--- src/rtl/led_flash_sequencer_if.sv ---
// Host-side timing variables and LED-side status for the flash sequencer.
// The master drives start/abort and the latched variables; the slave is the sequencer.
interface led_flash_sequencer_if #(
    parameter int NUM_LED = 8
);
    logic               start;
    logic               abort;
    logic [31:0]        led_num;
    logic [31:0]        led_dly;
    logic [31:0]        led_exp;
    logic [31:0]        led_ctl;
    logic [31:0]        led_seq;
    logic [NUM_LED-1:0] led_out;
    logic               busy;
    logic               done;
    logic [2:0]         slot_idx;

    modport master (
        output start, abort, led_num, led_dly, led_exp, led_ctl, led_seq,
        input  led_out, busy, done, slot_idx
    );

    modport slave (
        input  start, abort, led_num, led_dly, led_exp, led_ctl, led_seq,
        output led_out, busy, done, slot_idx
    );
endinterface

--- src/rtl/led_flash_sequencer.sv ---
// Exposure-triggered contrast LED sequencer: per slot an off-gap of LedDly cycles,
// then one LED (from the LedSeq nibble) held for LedExp cycles.
module led_flash_sequencer #(
    parameter int NUM_LED = 8,
    parameter int CNT_W   = 32
) (
    input  logic                 clk,
    input  logic                 rst_n,
    led_flash_sequencer_if.slave bus
);
    localparam int NUM_W = $clog2(NUM_LED + 1);

    typedef enum logic [2:0] {IDLE, ARM, GAP, ON, FIN} state_t;

    state_t             state;
    logic [CNT_W-1:0]   cnt;
    logic [NUM_W-1:0]   num_p0;
    logic [CNT_W-1:0]   dly_p0;
    logic [CNT_W-1:0]   exp_p0;
    logic [31:0]        seq_p0;
    logic [2:0]         slot_r;
    logic [NUM_LED-1:0] led_r;
    logic               busy_r;
    logic               done_r;

    logic [2:0]         ent_slot;
    logic [NUM_LED-1:0] ent_led;
    logic [NUM_LED-1:0] cur_led;
    logic               last_slot;
    logic               unused_ctl;

    function automatic logic [NUM_W-1:0] sat_num(input logic [31:0] n);
        if (n > 32'(NUM_LED)) return NUM_W'(NUM_LED);
        return n[NUM_W-1:0];
    endfunction

    // Codes outside 1..NUM_LED decode to a dark slot.
    function automatic logic [NUM_LED-1:0] led_decode(input logic [3:0] code);
        logic [NUM_LED-1:0] oh;
        oh = '0;
        for (int i = 0; i < NUM_LED; i++) oh[i] = (int'(code) == i + 1);
        return oh;
    endfunction

    assign unused_ctl = ^bus.led_ctl[31:1];

    always_comb begin
        ent_slot  = (state == ARM) ? 3'd0 : slot_r + 3'd1;
        ent_led   = led_decode(seq_p0[{ent_slot, 2'b00} +: 4]);
        cur_led   = led_decode(seq_p0[{slot_r, 2'b00} +: 4]);
        last_slot = (NUM_W'(slot_r) == num_p0 - NUM_W'(1));
    end

    always_ff @(posedge clk) begin
        if (!rst_n) begin
            state  <= IDLE;
            cnt    <= '0;
            num_p0 <= '0;
            dly_p0 <= '0;
            exp_p0 <= '0;
            seq_p0 <= '0;
            slot_r <= '0;
            led_r  <= '0;
            busy_r <= 1'b0;
            done_r <= 1'b0;
        end else begin
            done_r <= 1'b0;
            if (state != IDLE && bus.abort) begin
                state  <= IDLE;
                led_r  <= '0;
                busy_r <= 1'b0;
            end else begin
                case (state)
                    IDLE: begin
                        if (bus.start && bus.led_ctl[0]) begin
                            num_p0 <= sat_num(bus.led_num);
                            dly_p0 <= CNT_W'(bus.led_dly);
                            exp_p0 <= CNT_W'(bus.led_exp);
                            seq_p0 <= bus.led_seq;
                            slot_r <= '0;
                            state  <= ARM;
                        end
                    end
                    // Parameters are stable here; zero-length phases are skipped in this edge.
                    ARM: begin
                        if (num_p0 == '0) begin
                            done_r <= 1'b1;
                            state  <= FIN;
                        end else if (dly_p0 != '0) begin
                            busy_r <= 1'b1;
                            state  <= GAP;
                            cnt    <= dly_p0 - CNT_W'(1);
                        end else if (exp_p0 != '0) begin
                            busy_r <= 1'b1;
                            state  <= ON;
                            cnt    <= exp_p0 - CNT_W'(1);
                            led_r  <= ent_led;
                        end else begin
                            done_r <= 1'b1;
                            state  <= FIN;
                        end
                    end
                    GAP, ON: begin
                        if (cnt != '0) begin
                            cnt <= cnt - CNT_W'(1);
                        end else if (state == GAP && exp_p0 != '0) begin
                            state <= ON;
                            cnt   <= exp_p0 - CNT_W'(1);
                            led_r <= cur_led;
                        end else if (last_slot) begin
                            state  <= FIN;
                            led_r  <= '0;
                            busy_r <= 1'b0;
                            done_r <= 1'b1;
                        end else begin
                            // With no gap, the next slot's LED replaces this one in the same edge.
                            slot_r <= ent_slot;
                            if (dly_p0 != '0) begin
                                state <= GAP;
                                cnt   <= dly_p0 - CNT_W'(1);
                                led_r <= '0;
                            end else begin
                                state <= ON;
                                cnt   <= exp_p0 - CNT_W'(1);
                                led_r <= ent_led;
                            end
                        end
                    end
                    FIN:     state <= IDLE;
                    default: state <= IDLE;
                endcase
            end
        end
    end

    assign bus.led_out  = led_r;
    assign bus.busy     = busy_r;
    assign bus.done     = done_r;
    assign bus.slot_idx = slot_r;
endmodule

--- src/flat_wrapper.sv ---
// flat-port wrapper written by rule: the top's interface ports become plain ports
module led_flash_sequencer_flat 
#(
    parameter int NUM_LED = 8,
    parameter int CNT_W   = 32
)
  (clk, rst_n, bus_start, bus_abort, bus_led_num, bus_led_dly, bus_led_exp, bus_led_ctl, bus_led_seq, bus_led_out, bus_busy, bus_done, bus_slot_idx);
  led_flash_sequencer_if #(.NUM_LED(NUM_LED)) bus_i ();
  input  logic clk;
  input  logic rst_n;
  input wire logic [$bits(bus_i.start)-1:0] bus_start;
  input wire logic [$bits(bus_i.abort)-1:0] bus_abort;
  input wire logic [$bits(bus_i.led_num)-1:0] bus_led_num;
  input wire logic [$bits(bus_i.led_dly)-1:0] bus_led_dly;
  input wire logic [$bits(bus_i.led_exp)-1:0] bus_led_exp;
  input wire logic [$bits(bus_i.led_ctl)-1:0] bus_led_ctl;
  input wire logic [$bits(bus_i.led_seq)-1:0] bus_led_seq;
  output wire logic [$bits(bus_i.led_out)-1:0] bus_led_out;
  output wire logic [$bits(bus_i.busy)-1:0] bus_busy;
  output wire logic [$bits(bus_i.done)-1:0] bus_done;
  output wire logic [$bits(bus_i.slot_idx)-1:0] bus_slot_idx;
  assign bus_i.start = bus_start;
  assign bus_i.abort = bus_abort;
  assign bus_i.led_num = bus_led_num;
  assign bus_i.led_dly = bus_led_dly;
  assign bus_i.led_exp = bus_led_exp;
  assign bus_i.led_ctl = bus_led_ctl;
  assign bus_i.led_seq = bus_led_seq;
  assign bus_led_out = bus_i.led_out;
  assign bus_busy = bus_i.busy;
  assign bus_done = bus_i.done;
  assign bus_slot_idx = bus_i.slot_idx;
  led_flash_sequencer #(.NUM_LED(NUM_LED), .CNT_W(CNT_W)) u_core (.clk(clk), .rst_n(rst_n), .bus(bus_i));
endmodule
--- config.mk ---
export PLATFORM = sky130hd
export DESIGN_NAME = led_flash_sequencer_flat
export DESIGN_NICKNAME = d
export VERILOG_FILES = /design/src/rtl/led_flash_sequencer_if.sv /design/src/rtl/led_flash_sequencer.sv /design/src/flat_wrapper.sv
export SDC_FILE = /design/constraint.sdc
export NUM_CORES = 1
export LEC_CHECK = 0
export ABC_AREA = 1
export CORE_MARGIN = 5
export CORE_UTILIZATION = 25
export CTS_CLUSTER_DIAMETER = 200
export DETAILED_ROUTE_END_ITERATION = 16
export GPL_TIMING_DRIVEN = 0
export PLACE_DENSITY = 0.56
export SYNTH_ARGS = -nofsm -noshare
export SYNTH_HDL_FRONTEND = slang
export SYNTH_SLANG_ARGS = --single-unit
--- constraint.sdc ---
create_clock -name clk -period 2.9 [get_ports clk]
set_clock_uncertainty 0.1 [all_clocks]
set_input_delay 0.58 -clock clk [delete_from_list [all_inputs] [get_ports clk]]
set_output_delay 0.58 -clock clk [all_outputs]
set_load 0.01 [all_outputs]
# == Yosys cells after proc, flatten, opt, wreduce, memory -nomap -nowiden ==
# Index checks and enable logic that the tools add are counted.
# W data, S select, Z words.
# op_classes
n_lt_le_gt_ge,1
addsub,5
mux,52
shifts,2
bitwise,2
eq_ne,30
reduce_logical,19
# ops
operator,n
$mux W32,7
$reduce_bool A32 Y1,3
$sub A32 B1 Y32 const B,3
$pmux W32 S2,1
$shiftx A32 B6 Y4,2
$mux W8,7
$eq A4 B4 Y1 const B,10
$mux W3,12
$gt A32 B4 Y1 const B,1
$mux W1,18
$eq A4 B3 Y1 const B,4
$pmux W8 S2,1
$ne A2 B2 Y1 const B,6
$reduce_and A6 Y1,2
$reduce_and A5 Y1,2
$pmux W3 S3,1
$eq A4 B2 Y1 const B,2
$mux W4,2
$eq A3 B2 Y1 const B,2
$pmux W3 S2,1
$eq A3 B4 Y1,1
$logic_not A4 Y1,1
$ne A2 B1 Y1 const B,2
$ne A4 B4 Y1 const B,1
13 further kinds,19
# totals
output_inout_bits,13
wordCells,121
reg_bits,148

# == Longest topological paths before layout ==
# Gate-level depths: netlist of the first run.
# depth
depth_word,9
ltp_mapped,16
ltp_nobuf,15

# == Least setup slack after synthesis of the first run ==
# No wires, ideal clock.
# synth_timing
path_type,register to register
startpoint,register u_core.num_p0[0]
endpoint,register u_core.cnt[18]
t_arrival_ns,1.880
path_stages_with_launch,14
path_buffers,2
slack_ns,0.806
t_required_ns,2.685
path_cell_list,dfxtp_1 -> inv_1 -> ha_1 -> or2_2 -> nand3_1 -> nand2_1 -> nor2_1 -> nand4_2 -> nand3_4 -> inv_2 -> buf_6 -> buf_6 -> o21ai_1 -> nor2_1
# synth_between
elab_chain_cells,4
# synth_lines
element,line_no,source
start: declaration,led_flash_sequencer.sv:17,logic [NUM_W-1:0] num_p0;
start signal: assignment,led_flash_sequencer.sv:76,num_p0 <= sat_num(bus.led_num);
$sub A4 B1 Y4,led_flash_sequencer.sv:51,last_slot = (NUM_W'(slot_r) == num_p0 - NUM_W'(1));
$eq A3 B4 Y1,led_flash_sequencer.sv:51,
$ne A4 B4 Y1 (no line),-,
$reduce_and A5 Y1 (no line) (*),-,
end signal: assignment,led_flash_sequencer.sv:92,cnt <= dly_p0 - CNT_W'(1);
end signal: assignment,led_flash_sequencer.sv:96,cnt <= exp_p0 - CNT_W'(1);
end signal: assignment,led_flash_sequencer.sv:105,cnt <= cnt - CNT_W'(1);
end: declaration,led_flash_sequencer.sv:16,logic [CNT_W-1:0] cnt;
# Mark *: on every way between the ends. The rest lies on a longest branch, timed or not.
# A chain may end at the register's enable or synchronous reset.

# == Final worst setup path of the first run ==
# layout_timing
startpoint,register u_core.cnt[0]
endpoint,register u_core.cnt[7]
# layout_between
elab_chain_cells,3
# layout_lines
element,line_no
$sub A32 B1 Y32 / $reduce_bool A32 Y1 (equally long branches),"led_flash_sequencer.sv:105, led_flash_sequencer.sv:104"
$mux W32 / $ne A4 B4 Y1 (equally long branches),-
$pmux W32 S2 / $reduce_and A5 Y1 (equally long branches),-
# Parallel ways exist; a longest one is shown, timed or not.

==> metrics.cfg, run 1 <==
[floorplan]
ioPinCount = 177
die_area_um2 = 44500
rows = 73
start_util = 0.253
die_w_um = 211
fp.dieH_um = 211
core_area_um2 = 39800

[synth]
yosysWarnings = 0
synthArstFlopShare = 0
ys_seq_area_frac = 0.294
ys.flop_type = dfxtp_1
ys_seq_elements = 148
syn_nets = 1870
syn_area_um2 = 10100
syn_inst = 1698
synth_edf_count = 0
yosys.cell_types.count = 36
avgSynthCellArea_um2 = 5.94

[timing]
fin_hold_ws_ns = 0.369
setup_viol = 0
tightest_slew_ns = 0.821
setup_ws_ns = 0.0895
rsz0062_at_grt = no
fin_crit_sh = 0.969
maxSlewHeadroom = 0.453
finalMaxSlewViolations = 0
period_minus_slack_ns = 2.81
fmax_mhz = 356
finalHoldViolCount = 0

[routing]
drtPass1Iterations = 6
via_count = 11500
final_antenna_net_count = 0
drc = 0
avgRoutedWirePerCell_um = 16.6
wirelength_um = 39900
drtIter0Drc = 1068
vias_per_cell = 4.81

[worst_setup_path]
max_stage_delay_ns = 0.36
critPathRequiredTime_ns = 3.15
regToRegSetupSlack_ns = 0.09
slowest_stage = buf_2
crit_path_max_fanout = 10
startpoint_type = register
worst_ep_arrival_time_ns = 3.06
timing.rr.start = u_core.cnt[0]
path_buf_inv = 4
crit_chain = inv_1 > ha_1 > nand2_2 > nor2_4 > nand2_2 > nor2_4 > nor2_1 > inv_1 > buf_2 > buf_2 > o21ai_0 > a21oi_1 > nor2_1
worst_setup_path_end_kind = register
rr_endpoint = u_core.cnt[7]
path_delay_family = buffers and inverters
critPathKind = register to register
reg2reg_depth = 13

[place]
dpl.hpwl_um = 32400
post-place-ws_ns = -0.652
port_buffers = 145
dp_cells = 2368
place_congestion = 0.981

[clocking]
cts_tree = built
cts_setup_buffers = 0
cts-root-buf = clkbuf_16
path_clk_slew_ns = 0.07
cts_htree_levels = 4
clock_latency_ns = 0.45
cts_buffers = 17
cts.sinks = 148
clock_path_buffers = 2

[global_route]
gr-usage-all-layers = 0.178
grt_max_degree = 17
grt_first_pass_wirelength_um = 62600
antenna_found_initial = 0
grt_pass1_vias = 11200
gr-total-overflow = 0

[layout]
nNetsFinal = 2034
n_antenna_cell = 0
final_cells = 2400
final_util = 0.320
syn_to_final_growth_pct = 26.3
final_cell_mix = nand2_1, nor2_1, inv_1
drive_above_1_share = 0.0517
final_common_cell = nand2_1

[flow_run]
cap_violations = 0

[pwr]
vdd_drop_max_mv = 0.447
p_leak_uw = 0.00546
power_density_nw_per_um2 = 1060

[hold_path]
min_from = u_core.seq_p0[3]
hold_path_depth = 2
hp-class = register to register
hold_end = u_core.seq_p0[3]

[status]
status = finished, final reports clean

[through the flow]
| stage | instance area (um^2) | power, uW | TNS (ns) |
|---|---|---|---|
| after floorplan | 10100 | 8790 | 0 |
| after global placement | 12200 | 11300 | -31.98 |
| after detailed placement | 12200 | 11300 | -36.55 |
| after CTS | 12700 | 13500 | 0 |
| after global routing | 12700 | 14700 | 0 |
| final | 12700 | 13500 | 0 |
[worst max-delay path by stage]
stage                        end  cells after the start              from  slack [ns]
2_1_floorplan     u_core.cnt[18]                     13  u_core.num_p0[0]        0.81
3_3_place_gp   u_core.dly_p0[30]                      8         bus_start       -0.63
3_5_place_dp   u_core.dly_p0[30]                      8    bus_led_ctl[0]       -0.65
4_1_cts        u_core.dly_p0[30]                      8    bus_led_ctl[0]        0.11
5_1_grt        u_core.dly_p0[30]                      8   u_core.state[2]       0.008
6_report           u_core.cnt[7]                     13     u_core.cnt[0]        0.09
[worst register-to-register path, cell delays in order, from the launching register on]
cell and delay (ns):
dfxtp_1 0.32, inv_1 0.09, ha_1 0.19, nand2_2 0.11, nor2_4 0.23, nand2_2 0.10
nor2_4 0.19, nor2_1 0.10, inv_1 0.10, buf_2 0.26, buf_2 0.36, o21ai_0 0.32
a21oi_1 0.21, nor2_1 0.05
[metal layers]
layer,vias to the layer above,wire (um),global-route usage
met2,362,18000,0.288
met1,5284,18800,0.245
li1,5843,-,-
met4,0,1050,0.0570
met5,-,0,0
met3,53,2000,0.0254
[flip-flops by register name, summed over array words and instances (netlist names)]
register and count:
u_core.dly_p0 32, u_core.bus.done 1, u_core.state 3, u_core.exp_p0 32, u_core.bus.busy 1, u_core.seq_p0 32
u_core.bus.led_out 8, u_core.cnt 32, u_core.bus.slot_idx 3, u_core.num_p0 4
[power by group]
group / total, uW / internal [uW] / switching (uW) / leakage (uW)
combinational: 8430 / 2720 / 5720 / 0.00399
sequential: 3020 / 2540 / 480 / 0.00121
clock: 2100 / 1130 / 961 / 0.000250
[area by class of cell]
type | count | area, um^2
buffer | 65 | 300
clock buffer | 20 | 457
clock inverter | 12 | 82.6
fill | 4492 | 27100
inverter | 185 | 696
multi-input combinational | 1300 | 6130
sequential | 148 | 2960
tap | 525 | 657
timing repair buffer | 145 | 1450
[what timing repair did]
item                       in CTS  in global routing
setup endpoints to repair      12                  1
resized for setup               2                  1
hold buffers                    0                  0
[synthesized netlist by cell type, types with 2 or more instances]
master    instances  share of area
dfxtp_1         148           0.29
buf_4             4         0.0030
inv_2             5         0.0019
o21ai_0         173          0.086
inv_1           179          0.067
a21oi_1         160          0.079
nand3_1         121          0.060
or2_2             5         0.0031
a21o_1            2         0.0015
xor2_1           47          0.041
o211ai_1         14          0.010
nor4_1            8         0.0050
nand2_1         370           0.14
nor2_4            2         0.0022
ha_1              8         0.0099
a31oi_1           2         0.0012
nand3_2           2         0.0020
xnor2_1           5         0.0043
nor3_1           13         0.0064
clkbuf_1         43          0.016
nand2_2           8         0.0050
buf_2            14         0.0069
buf_6             3         0.0033
nand3b_1          3         0.0022
nand4_1          26          0.016
nor2_2           17          0.011
o21ai_1          18         0.0089
nor2_1          290           0.11
[kinds of logic (layout without fill, tap and decap cells)]
family	Yosys count	in the layout	share of synthesized area
adders and majority gates	8	8	0.00992
and+or+nand+nor	868	868	0.362
DFF	148	148	0.294
xor gates and xnor gates	52	52	0.0451
buffers and inverters	250	427	0.0985
AOI/OAI and AO/OA	372	372	0.191
No activity file was read; power rests on OpenSTA's default activity.
==> inputs of run 2 (changes only) <==
Settings changed: ABC_CLOCK_PERIOD_IN_PS set to 2900, CTS_CLUSTER_DIAMETER 200 to not set.
==> results of run 2 <==
No change in the layout: final DEF, timing and power equal those of run 1.
==> inputs of run 3 (changes only) <==
--- a/config.mk
+++ b/config.mk
@@ -8,5 +8,5 @@
 export ABC_AREA = 1
 export ABC_CLOCK_PERIOD_IN_PS = 2900
-export CORE_MARGIN = 5
+export CORE_MARGIN = 3
 export CORE_UTILIZATION = 25
 export DETAILED_ROUTE_END_ITERATION = 16
==> constraint.sdc (replaced) <==
create_clock -name clk -period 2.9 [get_ports clk]
set_clock_uncertainty 0.1 [all_clocks]
set_input_delay 0.87 -clock clk [delete_from_list [all_inputs] [get_ports clk]]
set_output_delay 0.87 -clock clk [all_outputs]
set_load 0.01 [all_outputs]
==> run 3 against run 2 <==
Sequential cell count did not move. First-iteration DRC count down 6.6%. Via count up 0.35%. Hold slack better by 0.0039 ns. Sequential share of layout area is 0.16 points lower. Utilization increased by 0.67 points. Power increased by 2.7%. Largest power group unchanged.
==> metrics.cfg, run 3 (same netlist as run 1, synthesis figures left out) <==
[floorplan]
die_area_um2 = 42800
core_area_um2 = 39300
rows = 72
die_w_um = 207
ioPinCount = 177
fp.dieH_um = 207
start_util = 0.257

[global_route]
grt_first_pass_wirelength_um = 61800
gr-total-overflow = 0
grt_max_degree = 17
grt_pass1_vias = 10900
gr-usage-all-layers = 0.188
antenna_found_initial = 0

[worst_setup_path]
startpoint_type = primary input
slowest_stage = clkdlybuf4s50_1
max_stage_delay_ns = 0.70
reg2reg_depth = 10
crit_chain = clkdlybuf4s50_1 > clkbuf_1 > buf_1 > o21ai_0 > nor2_1
regToRegSetupSlack_ns = 0.16
crit_path_max_fanout = 10
worst_ep_arrival_time_ns = 3.06
rr_endpoint = u_core.cnt[20]
critPathRequiredTime_ns = 3.18
timing.rr.start = u_core.state[2]
critPathKind = primary input to register
worst_setup_path_end_kind = register

[clocking]
cts_setup_buffers = 0
cts_tree = built
cts_buffers = 17
cts.sinks = 148
cts-root-buf = clkbuf_16
clock_latency_ns = 0.44
path_clk_slew_ns = 0.07
holdBufCountCts = 0
clock_path_buffers = 2
cts_htree_levels = 4

[timing]
period_minus_slack_ns = 2.78
setup_tns_ns = 0
tightest_slew_ns = 0.769
finalMaxSlewViolations = 0
finalHoldViolCount = 0
rsz0062_at_grt = no
maxSlewHeadroom = 0.488
fmax_mhz = 359
fin_hold_ws_ns = 0.373
fin_crit_sh = 0.959
setup_viol = 0
setup_ws_ns = 0.118

[layout]
n_antenna_cell = 0
drive_above_1_share = 0.0539
syn_to_final_growth_pct = 27.1
final_util = 0.327
nNetsFinal = 2034
final_cell_mix = nand2_1, nor2_1, inv_1
final_cells = 2393
final_common_cell = nand2_1

[routing]
avgRoutedWirePerCell_um = 16.8
via_count = 11600
drtPass1Iterations = 6
drtIter0Drc = 998
vias_per_cell = 4.84
final_antenna_net_count = 0
drc = 0
wirelength_um = 40300

[status]
status = finished, final reports clean

[place]
dpl.hpwl_um = 32800
port_buffers = 145
dp_cells = 2361
place_congestion = 0.984
post-place-ws_ns = -0.985

[hold_path]
hp-class = register to register
min_from = u_core.seq_p0[16]
hold_end = u_core.seq_p0[16]
hold_path_depth = 2

[flow_run]
cap_violations = 0

[pwr]
vdd_drop_max_mv = 0.494
p_leak_uw = 0.00551
power_density_nw_per_um2 = 1080

[run 3: changes by cell type in the layout (fill, tap and decap cells not counted), sizes merged]
cell and change:
clkbuf -2, inv +3, clkinvlp -2, bufinv +4, clkinv -3
[run 3: critical path: cells and delay by family]
kind	cells	cell delay, ns
compound gates	1	0.23
buf+inv	3	1.83
simple gates	1	0.12
[run 3: layout make-up]
| class | instances | area [um^2] |
|---|---|---|
| fillers | 4472 | 26500 |
| multi-input cells | 1300 | 6130 |
| flip-flops and latches | 148 | 2960 |
| repair buffers | 145 | 1450 |
| inverters | 185 | 696 |
| well taps | 518 | 648 |
| clock buffers | 18 | 429 |
| plain buffers | 65 | 307 |
| clock inverters | 14 | 199 |
[run 3: power breakdown]
group          leakage, uW  internal [uW]  switching (uW)
logic              0.00400           2720            5740
clock network     0.000294           1450             987
registers          0.00121           2540             475
total              0.00551           6710            7200
[run 3: how the worst max path moves through the flow]
stage / from / depth (start not counted) / endpoint
final: rst_n / 5 / u_core.seq_p0[30]
after global routing: rst_n / 5 / u_core.seq_p0[28]
after CTS: bus_led_ctl[0] / 8 / u_core.dly_p0[30]
after detailed placement: bus_led_ctl[0] / 8 / u_core.dly_p0[30]
after global placement: bus_start / 8 / u_core.dly_p0[30]
after floorplan: bus_start / 7 / u_core.dly_p0[30]
[run 3: layer usage]
metal,GRT usage,vias up,share of wire
met1,0.265,5319,0.48
li1,-,5837,-
met5,0,-,0
met3,0.0238,45,0.056
met4,0.0573,0,0.024
met2,0.299,381,0.44
[run 3: repair_timing]
action | 4_1_cts | 5_1_grt
endpoints found under the setup margin | 98 | 15
resized for setup | 6 | 6
endpoints found under the hold margin | 0 | 0
[run 3: metrics by stage]
step                power [uW]  area (um^2)
finish                   13900        12800
detailed placement       11300        12200
floorplan                 8790        10100
global route             15100        12800
CTS                      13800        12800
global placement         11300        12200
